`src/rtl/fsk16_symbol_mapper_if.sv`:
```
// fsk16_symbol_mapper_if: byte-input handshake and DDS-facing outputs of the 16-FSK mapper.
//   din       : input byte (source -> mapper)
//   din_valid : din is valid (source -> mapper)
//   din_ready : mapper FIFO can accept a byte (mapper -> source)
//   freq      : 8-bit frequency code for the DDS (mapper -> DDS)
//   sym_start : one-cycle pulse in the first cycle of each symbol period
//   busy      : freq carries a data symbol rather than the idle code
interface fsk16_symbol_mapper_if;
    logic [7:0] din;
    logic       din_valid;
    logic       din_ready;
    logic [7:0] freq;
    logic       sym_start;
    logic       busy;

    // Source / observer side
    modport master (
        output din,
        output din_valid,
        input  din_ready,
        input  freq,
        input  sym_start,
        input  busy
    );

    // Mapper side
    modport slave (
        input  din,
        input  din_valid,
        output din_ready,
        output freq,
        output sym_start,
        output busy
    );
endinterface

```
`src/rtl/fsk16_symbol_mapper.sv`:
```
// fsk16_symbol_mapper: buffers bytes in a small FIFO, splits each into two nibbles (high first)
// and maps each nibble to an 8-bit DDS frequency code held for SYM_LEN clocks.
//   clk : system clock, rising edge
//   rst : asynchronous active-low reset
//   bus : fsk16_symbol_mapper_if.slave (din/din_valid/din_ready in, freq/sym_start/busy out)
module fsk16_symbol_mapper #(
    parameter int unsigned SYM_LEN    = 80,
    parameter int unsigned FIFO_DEPTH = 4,
    parameter logic [7:0]  IDLE_CODE  = 8'h00
) (
    input logic                   clk,
    input logic                   rst,
    fsk16_symbol_mapper_if.slave  bus
);

    localparam int unsigned CntW = $clog2(SYM_LEN);
    localparam int unsigned PtrW = $clog2(FIFO_DEPTH);
    localparam int unsigned OccW = PtrW + 1;
    localparam logic [CntW-1:0] CntMax = CntW'(SYM_LEN - 1);
    localparam logic [OccW-1:0] OccFull = OccW'(FIFO_DEPTH);

    typedef enum logic {StIdle, StLowPend} ser_state_e;

    // Tone ascends -30..+30 in steps of 4; 8-bit wraparound folds the upper half into 02..1E.
    function automatic logic [7:0] nibble_code(input logic [3:0] n);
        return 8'hE2 + {2'b00, n, 2'b00};
    endfunction

    logic [CntW-1:0] sym_cnt;
    logic            sym_start_q;
    logic [7:0]      mem [FIFO_DEPTH];
    logic [PtrW-1:0] wr_ptr;
    logic [PtrW-1:0] rd_ptr;
    logic [OccW-1:0] occ;
    ser_state_e      state;
    logic [3:0]      lo_reg;
    logic [7:0]      freq_q;
    logic            busy_q;

    logic boundary;
    logic full;
    logic empty;
    logic push;
    logic pop;

    assign boundary = (sym_cnt == CntMax);
    assign full     = (occ == OccFull);
    assign empty    = (occ == '0);
    // Ready depends only on occupancy, so a pop in the same cycle never re-opens a full FIFO.
    assign push     = bus.din_valid && !full;
    // A pending low nibble outranks the FIFO, so pops happen only from StIdle.
    assign pop      = boundary && (state == StIdle) && !empty;

    // Free-running symbol counter, kept in lockstep with the DDS address counter.
    always_ff @(posedge clk or negedge rst) begin
        if (!rst) begin
            sym_cnt     <= '0;
            sym_start_q <= 1'b1;
        end else begin
            sym_cnt     <= boundary ? '0 : sym_cnt + 1'b1;
            sym_start_q <= boundary;
        end
    end

    // FIFO storage needs no reset; occupancy alone defines what is valid.
    always_ff @(posedge clk) begin
        if (push) begin
            mem[wr_ptr] <= bus.din;
        end
    end

    always_ff @(posedge clk or negedge rst) begin
        if (!rst) begin
            wr_ptr <= '0;
            rd_ptr <= '0;
            occ    <= '0;
        end else begin
            if (push) begin
                wr_ptr <= wr_ptr + 1'b1;
            end
            if (pop) begin
                rd_ptr <= rd_ptr + 1'b1;
            end
            unique case ({push, pop})
                2'b10:   occ <= occ + 1'b1;
                2'b01:   occ <= occ - 1'b1;
                default: occ <= occ;
            endcase
        end
    end

    // Serializer: freq/busy move only on boundary edges so the DDS sees a stable code.
    always_ff @(posedge clk or negedge rst) begin
        if (!rst) begin
            state  <= StIdle;
            lo_reg <= 4'h0;
            freq_q <= IDLE_CODE;
            busy_q <= 1'b0;
        end else if (boundary) begin
            if (state == StLowPend) begin
                freq_q <= nibble_code(lo_reg);
                busy_q <= 1'b1;
                state  <= StIdle;
            end else if (!empty) begin
                freq_q <= nibble_code(mem[rd_ptr][7:4]);
                lo_reg <= mem[rd_ptr][3:0];
                busy_q <= 1'b1;
                state  <= StLowPend;
            end else begin
                freq_q <= IDLE_CODE;
                busy_q <= 1'b0;
            end
        end
    end

    assign bus.din_ready = !full;
    assign bus.freq      = freq_q;
    assign bus.sym_start = sym_start_q;
    assign bus.busy      = busy_q;

endmodule

```
`src/flat_wrapper.sv`:
```
// flat-port wrapper written by rule: the top's interface ports become plain ports
module fsk16_symbol_mapper_flat 
#(
    parameter int unsigned SYM_LEN    = 80,
    parameter int unsigned FIFO_DEPTH = 4,
    parameter logic [7:0]  IDLE_CODE  = 8'h00
)
  (clk, rst, bus_din, bus_din_valid, bus_din_ready, bus_freq, bus_sym_start, bus_busy);
  fsk16_symbol_mapper_if bus_i ();
  input logic clk;
  input logic rst;
  input wire logic [$bits(bus_i.din)-1:0] bus_din;
  input wire logic [$bits(bus_i.din_valid)-1:0] bus_din_valid;
  output wire logic [$bits(bus_i.din_ready)-1:0] bus_din_ready;
  output wire logic [$bits(bus_i.freq)-1:0] bus_freq;
  output wire logic [$bits(bus_i.sym_start)-1:0] bus_sym_start;
  output wire logic [$bits(bus_i.busy)-1:0] bus_busy;
  assign bus_i.din = bus_din;
  assign bus_i.din_valid = bus_din_valid;
  assign bus_din_ready = bus_i.din_ready;
  assign bus_freq = bus_i.freq;
  assign bus_sym_start = bus_i.sym_start;
  assign bus_busy = bus_i.busy;
  fsk16_symbol_mapper #(.SYM_LEN(SYM_LEN), .FIFO_DEPTH(FIFO_DEPTH), .IDLE_CODE(IDLE_CODE)) u_core (.clk(clk), .rst(rst), .bus(bus_i));
endmodule
```
`config.mk`:
```
export PLATFORM = sky130hd
export DESIGN_NAME = fsk16_symbol_mapper_flat
export DESIGN_NICKNAME = d
export VERILOG_FILES = /design/src/rtl/fsk16_symbol_mapper_if.sv /design/src/rtl/fsk16_symbol_mapper.sv /design/src/flat_wrapper.sv
export SDC_FILE = /design/constraint.sdc
export NUM_CORES = 1
export LEC_CHECK = 0
export ABC_AREA = 1
export CORE_ASPECT_RATIO = 0.6
export CORE_UTILIZATION = 51
export DETAILED_ROUTE_END_ITERATION = 16
export GPL_TIMING_DRIVEN = 0
export PLACE_DENSITY = 0.72
export SLEW_MARGIN = 30
export SYNTH_ARGS = -nofsm -noshare
export SYNTH_HDL_FRONTEND = slang
export SYNTH_SLANG_ARGS = --single-unit
```
`constraint.sdc`:
```
create_clock -name clk -period 2.2 [get_ports clk]
set_clock_uncertainty 0.15 [all_clocks]
set_input_delay 0.22 -clock clk [delete_from_list [all_inputs] [get_ports clk]]
set_output_delay 0.22 -clock clk [all_outputs]
set_load 0.05 [all_outputs]
```
==> impl_metrics.ini <==
[run_status]
outcome = completed

[die]
die_area_um2 = 5220
die_h_um = 56.4
ios = 22
core_region_area_um2 = 4660
fp-row-count = 19
die_w_um = 92.6
start_util = 0.539

[placed_design]
place_area_um2 = 2800
dp_hpwl_um = 3080
globalplace.congestion = 0.739
dp_cells = 319
portBuffers = 20

[clock_tree]
htree_levels = 3
path_clk_slew_ns = 0.06
numCtsBuffers = 9
clk_latency_ns = 0.34
clock_tree.root_cell = clkbuf_8
cts_sinks = 57
clk_path_buf_depth = 2
tritoncts = built

[critical_path]
critPathKind = reg -> reg
crit_required_ns = 2.27
worst_r2r_path_depth = 11
arrival_ns = 2.23
endpoint_kind = flop
critPathLaunchType = flop
cp_max_fo = 3

[power]
peakVddDrop_uv = 441
seqPwrFrac = 0.542
power.share.clock = 0.440
power.internal_mw = 1.66
power_switching_uw = 427
p_sw_frac = 0.205
p_leak_nw = 1.32
p_comb_frac = 0.018
powerDensity_nw_per_um2 = 679

[grt]
grt_pass1_wl_um = 7570
grt_pass1_vias = 1573
grt_usage = 0.200
antenna_found_initial = 0
grt-ovfl-total = 0
grt_max_degree = 26

[logic_synthesis]
synthSimpleGateAreaFrac = 0.175
ys_seq_area_frac = 0.632
yosysWarnings = 0
synth_top_family_by_area = simple AND/OR/NAND/NOR gates
synth_nets = 254
synth-adder-area-share = 0.0378
synth_mux_area_frac = 0
syn_area_um2 = 2510
synth_cell_type_count = 28
ys_seq_elements = 57
synth_cells = 236
synth-xor-area-share = 0.0209
syn_avg_cell_area_um2 = 10.7
synth-compound-area-share = 0.0622

[route]
drt_wl_total_um = 4550
wire_per_inst_um = 13.3
viasPerCell = 4.76
drc = 0
drt_iter0_markers = 82
dr.pass1.iters = 4
via_count = 1633
ant_nets = 0

[layout]
seqCellArea_um2 = 1590
antenna-diode-count = 0
largest_reg_flops = 32
area_growth_pct = 22.2
nFillCells = 397
mostFrequentLayoutCell = nand2_1
fin_area_um2 = 3070
layout-drive-gt1-share = 0.179
regMostFlops = u_core.mem
multi_input_area_um2 = 783
final_cells = 343
fin_nets = 293
final_cell_mix = 46 x nand2_1, 32 x edfxtp_1, 31 x nor2_1, 26 x inv_1, 24 x dfrtp_1

[sta]
hold_viol = 0
fin_crit_ns = 2.16
hold_slack_ns = 0.259
post-route-period-util = 0.984
rsz0062_at_grt = true
setup_violations = 0
max_freq_mhz = 462
relSlewSlack = 0.425
worst_pin_slew_ns = 0.860
finalMaxSlewViolations = 0

[hold_path]
hold_path.class = in -> async

[flow_run]
cap_violations = 0
## stage by stage
step	total power [mW]	TNS [ns]	util	setup WS [ns]
2_1_floorplan	1.16	0	-	0.0106
3_3_place_gp	1.19	-0.137	0.603	-0.137
3_5_place_dp	1.19	-0.211	0.602	-0.211
4_1_cts	2.10	0	0.653	0.0204
5_1_grt	2.15	-0.0633	0.659	-0.0633
6_report	2.08	0	0.659	0.0355
## cells in the mapped netlist (all sizes together)
cell type,count,share of area
a21oi,7,0.018
buf,9,0.028
conb,1,0.0015
dfrtp,24,0.24
dfstp,1,0.010
edfxtp,32,0.38
fa,1,0.0080
ha,6,0.030
inv,28,0.043
nand2,49,0.075
nand3,13,0.031
nand4,1,0.0025
nor2,35,0.064
nor3b,1,0.0030
o21ai,22,0.044
xnor2,2,0.0070
xor2,4,0.014
## cell type report
class,count,area share
Buffer,9,0.0228
Sequential cell,57,0.517
Clock inverter,7,0.0200
Tap cell,63,0.0257
Inverter,28,0.0350
Clock buffer,9,0.0403
Timing Repair Buffer,28,0.0839
Multi-Input combinational cell,142,0.255
## cells by family (layout without fill, tap and decap cells)
| logic type | Yosys count | count (layout) |
|---|---|---|
| simple gates | 99 | 99 |
| flops | 57 | 57 |
| buf+inv | 37 | 81 |
| compound gates | 29 | 29 |
| fa+ha+maj | 7 | 7 |
| xor+xnor | 6 | 6 |
| other cells | 1 | 1 |
## metal layers
layer | track usage | up-vias | share of wire
met3 | 0.0894 | 5 | 0.046
met5 | 0 | - | 0
li1 | - | 838 | -
met4 | 0.0593 | 0 | 0.012
met2 | 0.288 | 27 | 0.44
met1 | 0.273 | 763 | 0.51
## worst max-delay path: stages, from the launching register on
cell and delay [ns]:
dfrtp_1 0.40, ha_4 0.15, nand2_2 0.06, nor2_4 0.10, nand3_4 0.11, nor2_8 0.13
ha_1 0.14, inv_1 0.07, fa_2 0.34, a21oi_1 0.14, o21ai_1 0.11, xor2_1 0.15
## power by group through the flow
| stage | clock network [mW] | logic (mW) | registers (mW) |
|---|---|---|---|
| floorplan | 0 | 0.00509 | 1.15 |
| global placement | 0 | 0.0370 | 1.15 |
| detailed placement | 0 | 0.0363 | 1.15 |
| CTS | 0.934 | 0.0377 | 1.13 |
| global route | 0.982 | 0.0416 | 1.13 |
| finish | 0.917 | 0.0371 | 1.13 |
## final timing paths
path,startpoint,endpoint,slack [ns]
min in group clk,u_core.occ[0],u_core.occ[0],0.33
max reg2reg,u_core.sym_cnt[1],u_core.occ[2],0.04
min reg2reg,u_core.occ[0],u_core.occ[0],0.33
max in group asynchronous,rst,u_core.sym_cnt[5],1.26
max,u_core.sym_cnt[1],u_core.occ[2],0.04
min,rst,u_core.occ[1],0.26
## repair_timing
| action | in CTS | in global routing |
|---|---|---|
| gates resized for setup | 4 | 1 |
| setup buffers | 4 | 3 |
| pin swaps | 3 | 0 |
| hold endpoints to repair | 24 | 0 |
| endpoints found under the setup margin | 1 | 2 |
| hold buffers | 1 | 0 |
Power figures use the tool's default switching activity.
